<file path="src/rtl/flexible_upsampling.sv">
// ---------------------------------------------------------------------------
// flexible_upsampling
//
// Nearest-neighbour spatial upsampler for a channel-serial feature map.
// For each of CIN channels the block first loads one HSRC x HSRC source plane
// into an internal buffer, then emits the HDST x HDST destination plane.
// Destination index d maps to source index min((d * SCALE_Q88) >> 8, HSRC-1),
// independently for rows and columns. Loading and emitting never overlap.
//
// Ports
//   clk        : single clock, all logic on the rising edge
//   rst_n      : asynchronous active-low reset, abandons any frame in flight
//   start      : begins a frame of CIN channels; only looked at in IDLE
//   in_valid   : source pixel valid
//   in_ready   : block accepts a source pixel (high only while loading)
//   in_data    : source pixel, raster order within a channel
//   out_valid  : destination pixel valid (high only while emitting)
//   out_ready  : downstream accepts the destination pixel
//   out_data   : destination pixel, raster order within a channel
//   out_last   : marks pixel (HDST-1, HDST-1) of every channel
//   done       : one-cycle pulse after the last channel has been emitted
// ---------------------------------------------------------------------------
module flexible_upsampling #(
    parameter int CIN       = 64,
    parameter int HSRC      = 19,
    parameter int HDST      = 27,
    parameter int SCALE_Q88 = 180
) (
    input  logic       clk,
    input  logic       rst_n,
    input  logic       start,
    input  logic       in_valid,
    output logic       in_ready,
    input  logic [7:0] in_data,
    output logic       out_valid,
    input  logic       out_ready,
    output logic [7:0] out_data,
    output logic       out_last,
    output logic       done
);

    // -----------------------------------------------------------------------
    // Widths
    // -----------------------------------------------------------------------
    localparam int CH_W   = (CIN > 1) ? $clog2(CIN) : 1;
    localparam int SRC_W  = (HSRC > 1) ? $clog2(HSRC) : 1;
    localparam int DST_W  = (HDST > 1) ? $clog2(HDST) : 1;
    localparam int DEPTH  = HSRC * HSRC;
    localparam int ADDR_W = (DEPTH > 1) ? $clog2(DEPTH) : 1;
    // Index product is kept at full width so no bits are lost before the
    // Q8.8 shift.
    localparam int PROD_W = $clog2(HDST) + 16;

    localparam logic [CH_W-1:0]  CH_LAST  = CH_W'(CIN - 1);
    localparam logic [SRC_W-1:0] SRC_LAST = SRC_W'(HSRC - 1);
    localparam logic [DST_W-1:0] DST_LAST = DST_W'(HDST - 1);

    // -----------------------------------------------------------------------
    // FSM encoding
    // -----------------------------------------------------------------------
    localparam logic [1:0] ST_IDLE = 2'd0;
    localparam logic [1:0] ST_LOAD = 2'd1;
    localparam logic [1:0] ST_EMIT = 2'd2;
    localparam logic [1:0] ST_DONE = 2'd3;

    // -----------------------------------------------------------------------
    // State
    // -----------------------------------------------------------------------
    logic [1:0]        state_q,   state_d;
    logic [CH_W-1:0]   chan_q,    chan_d;
    logic [SRC_W-1:0]  src_r_q,   src_r_d;
    logic [SRC_W-1:0]  src_c_q,   src_c_d;
    logic [ADDR_W-1:0] wr_addr_q, wr_addr_d;
    logic [DST_W-1:0]  dst_r_q,   dst_r_d;
    logic [DST_W-1:0]  dst_c_q,   dst_c_d;

    // One channel plane of source pixels.
    logic [7:0] buf_mem [DEPTH];

    logic              in_fire;
    logic              out_fire;
    logic              src_last_col;
    logic              src_last_row;
    logic              dst_last_col;
    logic              dst_last_row;
    logic [SRC_W-1:0]  map_r;
    logic [SRC_W-1:0]  map_c;
    logic [ADDR_W-1:0] rd_addr;

    // -----------------------------------------------------------------------
    // Destination -> source index mapping with clamp to the last source index
    // -----------------------------------------------------------------------
    function automatic logic [SRC_W-1:0] map_idx(input logic [DST_W-1:0] d);
        logic [PROD_W-1:0] prod;
        logic [PROD_W-1:0] shifted;
        prod    = PROD_W'(d) * PROD_W'(SCALE_Q88);
        shifted = prod >> 8;
        if (shifted > PROD_W'(HSRC - 1)) begin
            return SRC_LAST;
        end
        return SRC_W'(shifted);
    endfunction

    assign map_r   = map_idx(dst_r_q);
    assign map_c   = map_idx(dst_c_q);
    assign rd_addr = ADDR_W'(map_r) * ADDR_W'(HSRC) + ADDR_W'(map_c);

    // -----------------------------------------------------------------------
    // Handshakes and outputs (all decoded from registered state, so they are
    // naturally stable while a beat is stalled)
    // -----------------------------------------------------------------------
    assign in_ready     = (state_q == ST_LOAD);
    assign out_valid    = (state_q == ST_EMIT);
    assign done         = (state_q == ST_DONE);
    assign in_fire      = in_valid && in_ready;
    assign out_fire     = out_valid && out_ready;
    assign src_last_col = (src_c_q == SRC_LAST);
    assign src_last_row = (src_r_q == SRC_LAST);
    assign dst_last_col = (dst_c_q == DST_LAST);
    assign dst_last_row = (dst_r_q == DST_LAST);
    assign out_last     = out_valid && dst_last_row && dst_last_col;
    assign out_data     = out_valid ? buf_mem[rd_addr] : 8'd0;

    // -----------------------------------------------------------------------
    // Next-state logic
    // -----------------------------------------------------------------------
    always_comb begin
        // NOTE: every variable gets a default here so no path leaves one
        // unassigned; that is what keeps this block free of inferred latches.
        state_d   = state_q;
        chan_d    = chan_q;
        src_r_d   = src_r_q;
        src_c_d   = src_c_q;
        wr_addr_d = wr_addr_q;
        dst_r_d   = dst_r_q;
        dst_c_d   = dst_c_q;

        case (state_q)
            ST_IDLE: begin
                if (start) begin
                    state_d   = ST_LOAD;
                    chan_d    = '0;
                    src_r_d   = '0;
                    src_c_d   = '0;
                    wr_addr_d = '0;
                end
            end

            ST_LOAD: begin
                if (in_fire) begin
                    wr_addr_d = wr_addr_q + 1'b1;
                    if (src_last_col) begin
                        src_c_d = '0;
                        if (src_last_row) begin
                            // Whole plane is in; emission starts next cycle.
                            state_d   = ST_EMIT;
                            src_r_d   = '0;
                            wr_addr_d = '0;
                            dst_r_d   = '0;
                            dst_c_d   = '0;
                        end else begin
                            src_r_d = src_r_q + 1'b1;
                        end
                    end else begin
                        src_c_d = src_c_q + 1'b1;
                    end
                end
            end

            ST_EMIT: begin
                if (out_fire) begin
                    if (dst_last_col) begin
                        dst_c_d = '0;
                        if (dst_last_row) begin
                            dst_r_d = '0;
                            if (chan_q == CH_LAST) begin
                                state_d = ST_DONE;
                            end else begin
                                state_d   = ST_LOAD;
                                chan_d    = chan_q + 1'b1;
                                src_r_d   = '0;
                                src_c_d   = '0;
                                wr_addr_d = '0;
                            end
                        end else begin
                            dst_r_d = dst_r_q + 1'b1;
                        end
                    end else begin
                        dst_c_d = dst_c_q + 1'b1;
                    end
                end
            end

            default: begin  // ST_DONE
                state_d = ST_IDLE;
                chan_d  = '0;
            end
        endcase
    end

    // -----------------------------------------------------------------------
    // Control registers
    // -----------------------------------------------------------------------
    always_ff @(posedge clk or negedge rst_n) begin
        // NOTE: non-blocking assignments so every flop samples the values from
        // before this edge, independent of statement order.
        if (!rst_n) begin
            state_q   <= ST_IDLE;
            chan_q    <= '0;
            src_r_q   <= '0;
            src_c_q   <= '0;
            wr_addr_q <= '0;
            dst_r_q   <= '0;
            dst_c_q   <= '0;
        end else begin
            state_q   <= state_d;
            chan_q    <= chan_d;
            src_r_q   <= src_r_d;
            src_c_q   <= src_c_d;
            wr_addr_q <= wr_addr_d;
            dst_r_q   <= dst_r_d;
            dst_c_q   <= dst_c_d;
        end
    end

    // -----------------------------------------------------------------------
    // Plane buffer
    // -----------------------------------------------------------------------
    // NOTE: the buffer has no reset; every entry is rewritten by each LOAD
    // before it can be read, and leaving it out lets it map onto RAM.
    always_ff @(posedge clk) begin
        if (in_fire) begin
            buf_mem[wr_addr_q] <= in_data;
        end
    end

endmodule

</file>
<file path="config.mk">
export PLATFORM = sky130hd
export DESIGN_NAME = flexible_upsampling
export DESIGN_NICKNAME = d
export VERILOG_FILES = /design/src/rtl/flexible_upsampling.sv
export SDC_FILE = /design/constraint.sdc
export NUM_CORES = 2
export LEC_CHECK = 0
export BUFFER_PORTS_ARGS = -buffer_cell sky130_fd_sc_hd__clkbuf_2
export CORE_ASPECT_RATIO = 0.7
export CORE_UTILIZATION = 45
export CTS_CLUSTER_SIZE = 16
export DETAILED_ROUTE_END_ITERATION = 6
export HOLD_SLACK_MARGIN = 0.05
export PLACE_DENSITY_LB_ADDON = 0.25
export SETUP_SLACK_MARGIN = 0.02
export SYNTH_ARGS = -nofsm -noshare
export SYNTH_HDL_FRONTEND = slang
export SYNTH_SLANG_ARGS = --single-unit
</file>
<file path="constraint.sdc">
create_clock -name clk -period 7.73 [get_ports clk]
set_input_delay 0.773 -clock clk [delete_from_list [all_inputs] [get_ports clk]]
set_output_delay 0.773 -clock clk [all_outputs]
set_load 0.005 [all_outputs]
</file>
==> summary.txt <==
Die
  – Row count: 155
  – DIE HEIGHT: 428 um
  – Chip Width: 610 um
  – Initial Util: 45.5%
  – Core area: 256,000 um2
  – I/O pins: 25
  – Die area: 261,000 um2

Finish
  – Antenna Cells: 0
  – Multi-input gate area in the final layout: 27,600 um2
  – Register area: 87,700 um2
  – Net count, final: 6,415
  – Fraction of layout cells with a size suffix above 1: 29.0%
  – Fin cells: 9,982
  – Area Overhead vs Synth: 15.8%
  – Total of fill cells in the finished design: 19,800

Worst setup path
  – Arr. time, crit path: 8050 ps
  – R2R Path End: buf_mem[3][2]
  – Crit path top cell by count: buf_4
  – Crit path max fanout: 7
  – Worst EP required: 6960 ps
  – Internal reg-to-reg setup slack: 3680 ps
  – CP endpoint kind: primary output
  – Crit Path Class: reg -> out
  – Reg2reg start: state_q[1]
  – Largest stage delay, worst path: 880 ps
  – Slowest CP cell: fa_4
  – CP startpoint kind: flop
  – R2r worst-path depth: 7

Clock network
  – CTS tree: done
  – Reg clk slew, reported paths: 60 ps
  – Clock tree buffer depth: 4
  – Sink Count: 2,925
  – H-tree Lvls: 5
  – Clock buffer count from CTS: 281
  – Clk Latency, worst-skew pair: 860 ps
  – CTS root buf: clkbuf_16

Job
  – # Max-Cap Violations: 0

Detailed routing
  – DRT antenna net count: 0
  – Routed WL: 340,000 um
  – DR iter-0 viols: 9,256
  – Routed WL per cell: 34.0 um
  – Vias: 62,600
  – DRC: 0
  – Routed vias/inst: 6.27
  – First-pass detailed-route iteration total: 6

Timing
  – Min cycle time layout: 8820 ps
  – Slew Limit Fails: 0
  – Unrepaired setup endpoints after global routing: true
  – Worst Setup Slack, final: -1090 ps
  – Worst-margin pin slew: 1310 ps
  – Final setup vio count: 8
  – Slew margin rel.: 12.1%
  – Skew final: 25.0 ps
  – Final cycle utilization of the critical path: 114%
  – Max Freq: 0.113 GHz
  – Final hold viol count: 0
  – Fin Setup TNS: -8400 ps

Power and ir drop
  – Leakage dissipation: 42.3 nW
  – Pwr dens: 356 nW/um2
  – Total power: 48.1 mW
  – Maximum vdd drop: 0.272 mV

Yosys
  – Cells after Synth: 5,700
  – Synthesized area: 117,000 um2
  – Ys flop type: edfxtp_1
  – Share of the synthesized area in the top cell type: 74.4%
  – Synth area leaders: edfxtp_1 74%, mux4_2 12%, mux2i_1 2.0%, nor2_1 1.4%, mux4_1 0.97%
  – Sequential fraction of the synthesis area: 75.2%
  – Ys async rst share: 1.26%
  – Number of library cell types mapped by synthesis: 84
  – EDFF count, synth: 2,888
  – Synth cell count leaders: 2,888 x edfxtp_1, 625 x mux4_2, 444 x nor2_1
  – Post-synthesis register bit count: 2,925
  – YS warnings: 0
  – Most numerous cell in the Yosys netlist: edfxtp_1
  – Synthesized Nets: 5,791
  – Synth Area per Inst: 20.5 um2
  – Synth area leader: edfxtp_1

Global route
  – Antenna violations before repair: 9
  – Largest net degree at the start of global routing: 194
  – GRT Total Usage: 25.6%
  – Vias in the first global route: 60,500
  – Overflow left after global routing: 0
  – First-pass GRT wire length: 474,000 um

Worst hold path
  – Hold Crit Class: in -> async

Status
  – Failing checks: setup timing
  – Status: finished with violations

Place
  – Placed cells: 9,441
  – Placer Congestion: 0.891
  – Port Buffers: 24
  – Detailed-placement wirelength estimate: 215,000 um
==> routing by layer <==
layer	vias up	track usage [%]	part of all wire, %
li1	24900	-	-
met1	33500	38.9	41
met2	3625	37.0	44
met3	583	6.19	11
met4	8	7.20	3.1
met5	-	0	0.015
==> cell usage in the layout, fill, tap and decap left out, types with 43 or more instances in the layout <==
master and count:
clkbuf_1 52, clkinv_1 63, a21oi_1 73, mux2i_1 230
mux4_2 625, nor2_1 423, o21ai_0 85, a22oi_1 66
nand2_1 187, edfxtp_1 2888, clkbuf_16 293, buf_4 507
buf_12 104, mux4_1 43, a221oi_1 52, ha_1 60
==> power breakdown <==
group	internal (mW)	switching, mW	leakage [nW]
registers	17.5	0.0583	26.5
clock network	7.39	5.88	4.20
logic	7.76	9.53	11.7
==> registers in the layout, indices dropped and copies added, names as in the netlist <==
name       count
src_r_q        5
state_q        2
src_c_q        5
buf_mem     2888
chan_q         6
dst_c_q        5
dst_r_q        5
wr_addr_q      9
==> worst max path at each step <==
stage / startpoint / end / slack (ps) / cells after the start
6_report: dst_r_q[3] / out_data[6] / -1090 / 34
5_1_grt: dst_r_q[3] / out_data[4] / -1260 / 32
4_1_cts: dst_r_q[3] / out_data[5] / -1070 / 31
3_5_place_dp: dst_r_q[2] / out_data[3] / -1060 / 30
3_3_place_gp: dst_r_q[2] / out_data[3] / -1090 / 31
2_1_floorplan: dst_r_q[3] / out_data[4] / 550 / 30
==> final cells by class <==
class / instances / share of cell area, %
repair inverters: 2 / 0.0241
clock inverters: 144 / 0.845
multi-input cells: 2404 / 20.4
well taps: 3454 / 3.20
flip-flops and latches: 2925 / 64.9
repair buffers: 676 / 4.97
inverters: 34 / 0.116
clock buffers: 343 / 5.53
==> through the flow <==
stage	cell area [um2]	setup slack, ps	utilization, %	hold WS, ps
4_1_cts	134000	-1070	52.4	75.2
2_1_floorplan	117000	553	-	445
3_3_place_gp	125000	-1090	48.6	462
3_5_place_dp	125000	-1060	48.6	476
5_1_grt	135000	-1260	52.7	147
6_report	135000	-1090	52.7	103
==> critical path, delay by kind of cell, from the launching register on <==
kind | cells | cell delay (ps)
buf+inv | 14 | 1840
compound gates | 7 | 1120
flops | 1 | 410
xor+xnor | 1 | 170
simple gates | 4 | 570
fa+ha+maj | 8 | 3060
==> cell families (layout without fill, tap and decap cells) <==
kind of cell             count (synthesis)  count (layout)  synth area share (%)
adder cells (fa/ha/maj)                 78              78                 0.895
XOR/XNOR                                26              26                 0.202
flip-flops                            2925            2925                  75.2
AO/OA/AOI/OAI                          556             556                  3.40
multiplexers                           905             905                  15.1
buffers and inverters                  371            1199                  2.24
AND/OR/NAND/NOR                        839             839                  3.04
==> repair_timing <==
action,4_1_cts,5_1_grt
pin swaps,46,65
cloned,2,5
resized for setup,164,93
hold buffers,0,0
setup endpoints to repair,8,8
setup buffers,35,14
Note: power is estimated with default switching activity, not from simulation.
